===== src/rtl/eco32f_div_pkg.sv =====
// Shared types and sizing helpers for the eco32f iterative divider.
// Latency: n/a (declarations only).
// Backpressure: n/a (declarations only).
package eco32f_div_pkg;

  localparam int STATE_W = 2;

  typedef enum logic [STATE_W-1:0] {
    IDLE = 2'd0,
    CALC = 2'd1,
    FIX  = 2'd2,
    DONE = 2'd3
  } div_state_e;

  // Iteration counter must hold the full iteration count N = width / bpc.
  function automatic int div_cnt_width(input int width, input int bpc);
    return $clog2(width / bpc) + 1;
  endfunction

endpackage


===== src/rtl/eco32f_divider_if.sv =====
// Operand/result handshake bundle between the EX stage and the divider.
// Latency: n/a (wiring only).
// Backpressure: in_valid/in_ready on operands, out_valid/out_ready on results.
interface eco32f_divider_if #(
  parameter int WIDTH = 32
);
  logic             flush;
  logic             in_valid;
  logic             in_ready;
  logic             in_signed;
  logic [WIDTH-1:0] in_x;
  logic [WIDTH-1:0] in_y;
  logic             out_valid;
  logic             out_ready;
  logic [WIDTH-1:0] out_quot;
  logic [WIDTH-1:0] out_rem;
  logic             out_div_by_zero;
  logic             busy;

  // Pipeline side: issues operands, consumes results.
  modport master (
    output flush, in_valid, in_signed, in_x, in_y, out_ready,
    input  in_ready, out_valid, out_quot, out_rem, out_div_by_zero, busy
  );

  // Divider side.
  modport slave (
    input  flush, in_valid, in_signed, in_x, in_y, out_ready,
    output in_ready, out_valid, out_quot, out_rem, out_div_by_zero, busy
  );
endinterface


===== src/rtl/eco32f_div_step.sv =====
// Combinational block of BPC chained restoring-division steps.
// Latency: 0 cycles (pure combinational).
// Backpressure: none; the caller decides when to register the results.
module eco32f_div_step #(
  parameter int WIDTH = 32,
  parameter int BPC   = 1
) (
  input  logic [WIDTH-1:0] rem,
  input  logic [WIDTH-1:0] dvd,
  input  logic [WIDTH-1:0] dvs,
  output logic [WIDTH-1:0] rem_nxt,
  output logic [WIDTH-1:0] dvd_nxt,
  output logic [BPC-1:0]   q_bits
);

  logic [WIDTH-1:0] r;
  logic [WIDTH-1:0] d;
  logic [WIDTH+1:0] trial;

  // Shift one dividend bit into the partial remainder per step and subtract
  // the divisor when it fits; quotient bits come out MSB first.
  always_comb begin
    r      = rem;
    d      = dvd;
    trial  = '0;
    q_bits = '0;
    for (int i = BPC - 1; i >= 0; i--) begin
      trial = {1'b0, r, d[WIDTH-1]} - {2'b00, dvs};
      // A successful subtraction always leaves a value below the divisor,
      // so both top bits are zero exactly when the trial is non-negative.
      if (trial[WIDTH+1:WIDTH] == 2'b00) begin
        r         = trial[WIDTH-1:0];
        q_bits[i] = 1'b1;
      end else begin
        r = {r[WIDTH-2:0], d[WIDTH-1]};
      end
      d = {d[WIDTH-2:0], 1'b0};
    end
    rem_nxt = r;
    dvd_nxt = d;
  end

endmodule


===== src/rtl/eco32f_divider.sv =====
// Iterative signed/unsigned divider producing quotient and remainder (macro ECO32F_DIV_FAST_ZERO_EN).
// Latency: WIDTH/BITS_PER_CYCLE + 2 cycles from acceptance to out_valid (2 on fast-zero bypass).
// Backpressure: in_ready only in IDLE; results held in DONE until out_ready; flush aborts.
module eco32f_divider
  import eco32f_div_pkg::*;
#(
  parameter int WIDTH          = 32,
  parameter int BITS_PER_CYCLE = 1
) (
  input logic              clk,
  input logic              rst,
  eco32f_divider_if.slave  io
);

  localparam int N     = WIDTH / BITS_PER_CYCLE;
  localparam int CNT_W = div_cnt_width(WIDTH, BITS_PER_CYCLE);
  localparam logic [CNT_W-1:0] CNT_INIT = CNT_W'(N);
  localparam logic [CNT_W-1:0] CNT_LAST = CNT_W'(1);

  div_state_e state, state_nxt;

  logic [CNT_W-1:0]          cnt;
  logic [WIDTH-1:0]          rem_q, dvd_q, dvs_q, quot_q, x_q;
  logic                      neg_quot, neg_rem, dbz_q;
  logic [WIDTH-1:0]          out_quot_q, out_rem_q;
  logic                      out_dbz_q;
  logic [WIDTH-1:0]          rem_nxt, dvd_nxt;
  logic [BITS_PER_CYCLE-1:0] q_bits;
  logic                      accept;
  logic                      fast_zero;
  logic                      x_neg, y_neg;
  logic [WIDTH-1:0]          abs_x, abs_y;

  assign accept = (state == IDLE) && io.in_valid && !io.flush;
  assign x_neg  = io.in_signed && io.in_x[WIDTH-1];
  assign y_neg  = io.in_signed && io.in_y[WIDTH-1];
  assign abs_x  = x_neg ? -io.in_x : io.in_x;
  assign abs_y  = y_neg ? -io.in_y : io.in_y;

`ifdef ECO32F_DIV_FAST_ZERO_EN
  // A zero operand has a known result, so the iterations can be skipped.
  assign fast_zero = (io.in_y == '0) || (io.in_x == '0);
`else
  assign fast_zero = 1'b0;
`endif

  eco32f_div_step #(
    .WIDTH (WIDTH),
    .BPC   (BITS_PER_CYCLE)
  ) u_step (
    .rem     (rem_q),
    .dvd     (dvd_q),
    .dvs     (dvs_q),
    .rem_nxt (rem_nxt),
    .dvd_nxt (dvd_nxt),
    .q_bits  (q_bits)
  );

  // State register; reset behaves like a flush.
  always_ff @(posedge clk) begin
    if (!rst) state <= IDLE;
    else      state <= state_nxt;
  end

  // Next-state and handshake outputs; flush overrides every transition.
  always_comb begin
    state_nxt   = state;
    io.in_ready = 1'b0;
    io.out_valid = 1'b0;
    io.busy     = 1'b1;
    case (state)
      IDLE: begin
        io.in_ready = 1'b1;
        io.busy     = 1'b0;
        if (io.in_valid) state_nxt = fast_zero ? FIX : CALC;
      end
      CALC: if (cnt == CNT_LAST) state_nxt = FIX;
      FIX:  state_nxt = DONE;
      DONE: begin
        io.out_valid = 1'b1;
        if (io.out_ready) state_nxt = IDLE;
      end
      default: state_nxt = IDLE;
    endcase
    if (io.flush) state_nxt = IDLE;
  end

  // Datapath: load magnitudes on acceptance, iterate in CALC, sign-fix into
  // the result registers in FIX. Result registers keep their value after
  // hand-off until the next FIX.
  always_ff @(posedge clk) begin
    if (!rst) begin
      cnt        <= '0;
      rem_q      <= '0;
      dvd_q      <= '0;
      dvs_q      <= '0;
      quot_q     <= '0;
      x_q        <= '0;
      neg_quot   <= 1'b0;
      neg_rem    <= 1'b0;
      dbz_q      <= 1'b0;
      out_quot_q <= '0;
      out_rem_q  <= '0;
      out_dbz_q  <= 1'b0;
    end else begin
      case (state)
        IDLE: begin
          if (accept) begin
            cnt      <= CNT_INIT;
            rem_q    <= '0;
            dvd_q    <= abs_x;
            dvs_q    <= abs_y;
            quot_q   <= '0;
            x_q      <= io.in_x;
            neg_quot <= x_neg ^ y_neg;
            neg_rem  <= x_neg;
            dbz_q    <= (io.in_y == '0);
          end
        end
        CALC: begin
          cnt    <= cnt - 1'b1;
          rem_q  <= rem_nxt;
          dvd_q  <= dvd_nxt;
          quot_q <= {quot_q[WIDTH-BITS_PER_CYCLE-1:0], q_bits};
        end
        FIX: begin
          // Divide-by-zero returns all ones and the untouched dividend.
          out_quot_q <= dbz_q ? '1  : (neg_quot ? -quot_q : quot_q);
          out_rem_q  <= dbz_q ? x_q : (neg_rem  ? -rem_q  : rem_q);
          out_dbz_q  <= dbz_q;
        end
        default: ;
      endcase
    end
  end

  assign io.out_quot        = out_quot_q;
  assign io.out_rem         = out_rem_q;
  assign io.out_div_by_zero = out_dbz_q;

endmodule


===== src/flat_wrapper.sv =====
// flat-port wrapper written by rule: the top's interface ports become plain ports
module eco32f_divider_flat import eco32f_div_pkg::*;
#(
  parameter int WIDTH          = 32,
  parameter int BITS_PER_CYCLE = 1
)
  (clk, rst, io_flush, io_in_valid, io_in_signed, io_in_x, io_in_y, io_out_ready, io_in_ready, io_out_valid, io_out_quot, io_out_rem, io_out_div_by_zero, io_busy);
  eco32f_divider_if #(.WIDTH(WIDTH)) io_i ();
  input logic clk;
  input logic rst;
  input wire logic [$bits(io_i.flush)-1:0] io_flush;
  input wire logic [$bits(io_i.in_valid)-1:0] io_in_valid;
  input wire logic [$bits(io_i.in_signed)-1:0] io_in_signed;
  input wire logic [$bits(io_i.in_x)-1:0] io_in_x;
  input wire logic [$bits(io_i.in_y)-1:0] io_in_y;
  input wire logic [$bits(io_i.out_ready)-1:0] io_out_ready;
  output wire logic [$bits(io_i.in_ready)-1:0] io_in_ready;
  output wire logic [$bits(io_i.out_valid)-1:0] io_out_valid;
  output wire logic [$bits(io_i.out_quot)-1:0] io_out_quot;
  output wire logic [$bits(io_i.out_rem)-1:0] io_out_rem;
  output wire logic [$bits(io_i.out_div_by_zero)-1:0] io_out_div_by_zero;
  output wire logic [$bits(io_i.busy)-1:0] io_busy;
  assign io_i.flush = io_flush;
  assign io_i.in_valid = io_in_valid;
  assign io_i.in_signed = io_in_signed;
  assign io_i.in_x = io_in_x;
  assign io_i.in_y = io_in_y;
  assign io_i.out_ready = io_out_ready;
  assign io_in_ready = io_i.in_ready;
  assign io_out_valid = io_i.out_valid;
  assign io_out_quot = io_i.out_quot;
  assign io_out_rem = io_i.out_rem;
  assign io_out_div_by_zero = io_i.out_div_by_zero;
  assign io_busy = io_i.busy;
  eco32f_divider #(.WIDTH(WIDTH), .BITS_PER_CYCLE(BITS_PER_CYCLE)) u_core (.clk(clk), .rst(rst), .io(io_i));
endmodule

===== config.mk =====
export PLATFORM = sky130hd
export DESIGN_NAME = eco32f_divider_flat
export DESIGN_NICKNAME = d
export VERILOG_FILES = /design/src/rtl/eco32f_div_pkg.sv /design/src/rtl/eco32f_divider_if.sv /design/src/rtl/eco32f_div_step.sv /design/src/rtl/eco32f_divider.sv /design/src/flat_wrapper.sv
export SDC_FILE = /design/constraint.sdc
export NUM_CORES = 1
export LEC_CHECK = 0
export ABC_AREA = 1
export CAP_MARGIN = 10
export CORE_MARGIN = 5
export CORE_UTILIZATION = 35
export CTS_CLUSTER_SIZE = 8
export DETAILED_ROUTE_END_ITERATION = 6
export GPL_ROUTABILITY_DRIVEN = 0
export PLACE_DENSITY_LB_ADDON = 0.1
export SKIP_CTS_REPAIR_TIMING = 1
export SLEW_MARGIN = 20
export SYNTH_ARGS = -nofsm -noshare
export SYNTH_HDL_FRONTEND = slang
export SYNTH_SLANG_ARGS = --single-unit

===== constraint.sdc =====
create_clock -name clk -period 2.1 [get_ports clk]
set_input_delay 0.63 -clock clk [delete_from_list [all_inputs] [get_ports clk]]
set_output_delay 0.63 -clock clk [all_outputs]
set_load 0.02 [all_outputs]

==> key figures <==
Run status
  • Run status: complete, but fails checks
  • Failing checks: negative setup slack

Clock tree
  • Clock latency on the worst-skew pair: 510 ps
  • Clock root buffer: clkbuf_16
  • Clock transition at path regs: ~60 ps
  • CTS tree: yes
  • H-tree levels: 2
  • Num CTS Buffers: 35
  • Sink Count: 236
  • Longest Clk Path Bufs: 3

Synthesis
  • Cell Area, Synth: 14990 um^2
  • Post-synth top area cell: dfxtp_1
  • Yosys top cell area share: a little under a third
  • Post-synthesis sequential area ratio: roughly a third
  • FFs w/ async S/R, synth: 0%
  • Post-synth EDFFs: 0
  • Synth area leaders: dfxtp_1 (32%), nand2_1 (15%), inv_1 (7.4%)
  • Syn Nets: 2456
  • Syn Area/Cell: 6.397 um^2
  • Synth warnings: 0
  • Syn Inst Count: 2343
  • Top_reg_cell synth: dfxtp_1
  • Distinct cells, synth: 53
  • FF+latch count, synth: 236

Global routing
  • Total GRT Usage: roughly 23%
  • Vias in the first global route: roughly 16000
  • Initial antenna violation count: 1
  • Met3 usage: under 10%
  • Grt peak-use layer: met2
  • GRT overflow: 0
  • Largest net degree at the start of global routing: 100
  • Met1 track demand over resource: between 30 and 40%
  • Global-route wire length before repair: 87350 um
  • GRT met2 Usage: ~37%

Cells and area
  • Share of cells above drive strength 1: approximately a quarter
  • # fillers: between 4000 and 5000
  • Area growth syn-to-layout: 43.78%
  • Most frequent cells in the layout: nand2_1 (589), buf_4 (371), inv_1 (276)
  • Most common cell after layout, fill and taps aside: nand2_1
  • Register area: about 4700 um^2
  • Nets: approximately 3000
  • Area of the multi-input gates: between 9000 and 10000 um^2

Timing
  • RSZ-0062 raised after global routing: yes
  • Setup violators final: 34
  • Hold Fails Final Rpt: 0
  • Clk_skew: 17.04 ps
  • Worst slew margin: a little over half
  • Tmin final: between 2000 and 2500 ps
  • Post-route clock period utilization: 116.1%
  • WHS: roughly 470 ps
  • Worst-margin pin slew: around 700 ps
  • FMAX: about 0.4 GHz
  • Final Max Tran Viols: 0
  • Final worst setup slack: -339.1 ps

Worst setup path
  • CP arrival: about 2800 ps
  • Critical Path RT: between 2000 and 3000 ps
  • CP Capture Type: flip-flop
  • R2R depth: 17
  • Max FO, Critical Path: 8
  • R2R Setup Slk: -340 ps
  • FF-to-FF Start: u_core.dvd_q[31]
  • Critical register-to-register path endpoint: u_core.rem_q[13]
  • Kind of critical path: reg2reg
  • CP Launch Type: flip-flop

Pwr
  • P per Cell Area: 584.8 nW/um^2
  • Maximum VDD drop: around 0.00058 V
  • P_leak: 0.01090 uW

Place
  • Port buffer count: about 140
  • Pre-CTS setup slack: -816.1 ps
  • Post-DP HPWL: approximately 44000 um

Die
  • I/O pin count: between 100 and 150
  • Initial Util: between 30 and 40%
  • Core area: about 42000 um^2
  • Die Area: about 47000 um^2
  • Die width: about 220 um
  • Row count: 75
  • DIE HEIGHT: 216.9 um

Hold path
  • Hold Path Stages: 2
  • Min-Delay Endpoint: u_core.dvd_q[11]
  • Worst hold path class: reg2reg
  • Worst hold start: u_core.dvd_q[10]

Routing
  • Final antenna-violating net count: 0
  • Routed WL: 56850 um
  • DR DRC count: 0
  • Via density: 5.072
  • DR pass1 iterations: 5
  • DRT iter0 DRCs: around 1200
  • Mean routed wirelength per cell: about 17 um
  • Via count of the routed design: about 17000

Flow run
  • Max_cap viols: 0
state kept, by name (all words and copies together) (netlist names):
register / count
u_core.neg_quot: 1
u_core.dvs_q: 32
u_core.state: 2
u_core.rem_q: 32
u_core.io.out_rem: 32
u_core.cnt: 6
u_core.x_q: 32
u_core.dvd_q: 32
u_core.dbz_q: 1
u_core.io.out_quot: 32
u_core.quot_q: 32
u_core.neg_rem: 1
u_core.io.out_div_by_zero: 1
cell families (layout without fill, tap and decap cells):
family | Yosys count | in the layout | synth area share, %
AO/OA/AOI/OAI | 440 | 440 | 16.78
XOR/XNOR | 48 | 48 | 2.805
adder cells (fa/ha/maj) | 43 | 43 | 3.640
buffers and inverters | 408 | 870 | 10.64
flip-flops | 236 | 236 | 31.52
other | 0 | 2 | 0
AND/OR/NAND/NOR | 1168 | 1169 | 34.61
report_power, final:
group / internal, uW / switching (uW) / total, uW
combinational: 1220 / 1620 / 2840
sequential: 4690 / 112 / 4800
clock: 2980 / 1980 / 4960
total: 8890 / 3710 / 12600
through the flow:
step	total power [uW]	TNS [ps]	cell area, um^2	instances	utilization (%)
after floorplan	6235	-493.2	15040	2343	-
after global placement	7591	-41220	19580	3282	46.48
after detailed placement	7609	-45030	19580	3282	46.48
after CTS	12600	-19290	20490	3321	48.63
after global routing	13180	-12830	21540	3345	51.13
final	12600	-7864	21550	3347	51.14
layout make-up:
type                       count  share of cell area (%)
clock inverter                 1                 0.04064
timing repair buffer         528                   21.63
multi-input combinational   1700                   43.69
tap                          539                   3.130
antenna                        2                 0.02322
sequential                   236                   21.98
inverter                     303                   5.348
clock buffer                  38                   4.163
critical path, stage by stage (launching register included):
cell and delay [ps]:
dfxtp_2 310, inv_2 50, ha_4 170, fa_2 430, inv_2 80, nand2_2 50, nand2_2 80, nand3_2 80
nand2_4 90, nand2_4 50, nand2_4 70, nand2_4 60, nand3_4 180, nand2_8 100, nor2_4 260, nand2_1 110
nand3_1 90, a21oi_1 60
worst max-delay path by stage:
stage                          start               end  slack [ps]  cells after the start
finish              u_core.dvd_q[31]  u_core.rem_q[13]        -340                     17
global route        u_core.dvd_q[31]  u_core.rem_q[31]        -450                     17
CTS                  u_core.state[0]           io_busy        -490                      4
detailed placement        io_in_y[1]  u_core.dvs_q[26]        -820                     13
global placement          io_in_y[1]  u_core.dvs_q[26]        -810                     13
floorplan           u_core.dvd_q[31]  u_core.rem_q[20]         -50                     18
layer usage:
layer  part of all wire [%]  wire (um)
met2                     45      25470
met5                  0.023         13
met4                    3.1       1789
met3                    5.0       2829
met1                     47      26740
cells in the mapped netlist (17+ instances only):
cell and count:
dfxtp_1 236, clkbuf_1 77, nor3_1 28, xnor2_1 22
nand3_1 212, o21ai_0 133, a21oi_2 17, xor2_1 26
a31oi_1 70, nand2_2 21, nor2_1 174, nand4_1 40
ha_1 42, a21oi_1 166, nand3b_1 18, nand2_1 617
inv_1 294
Note: power is estimated with default switching activity, not from simulation.
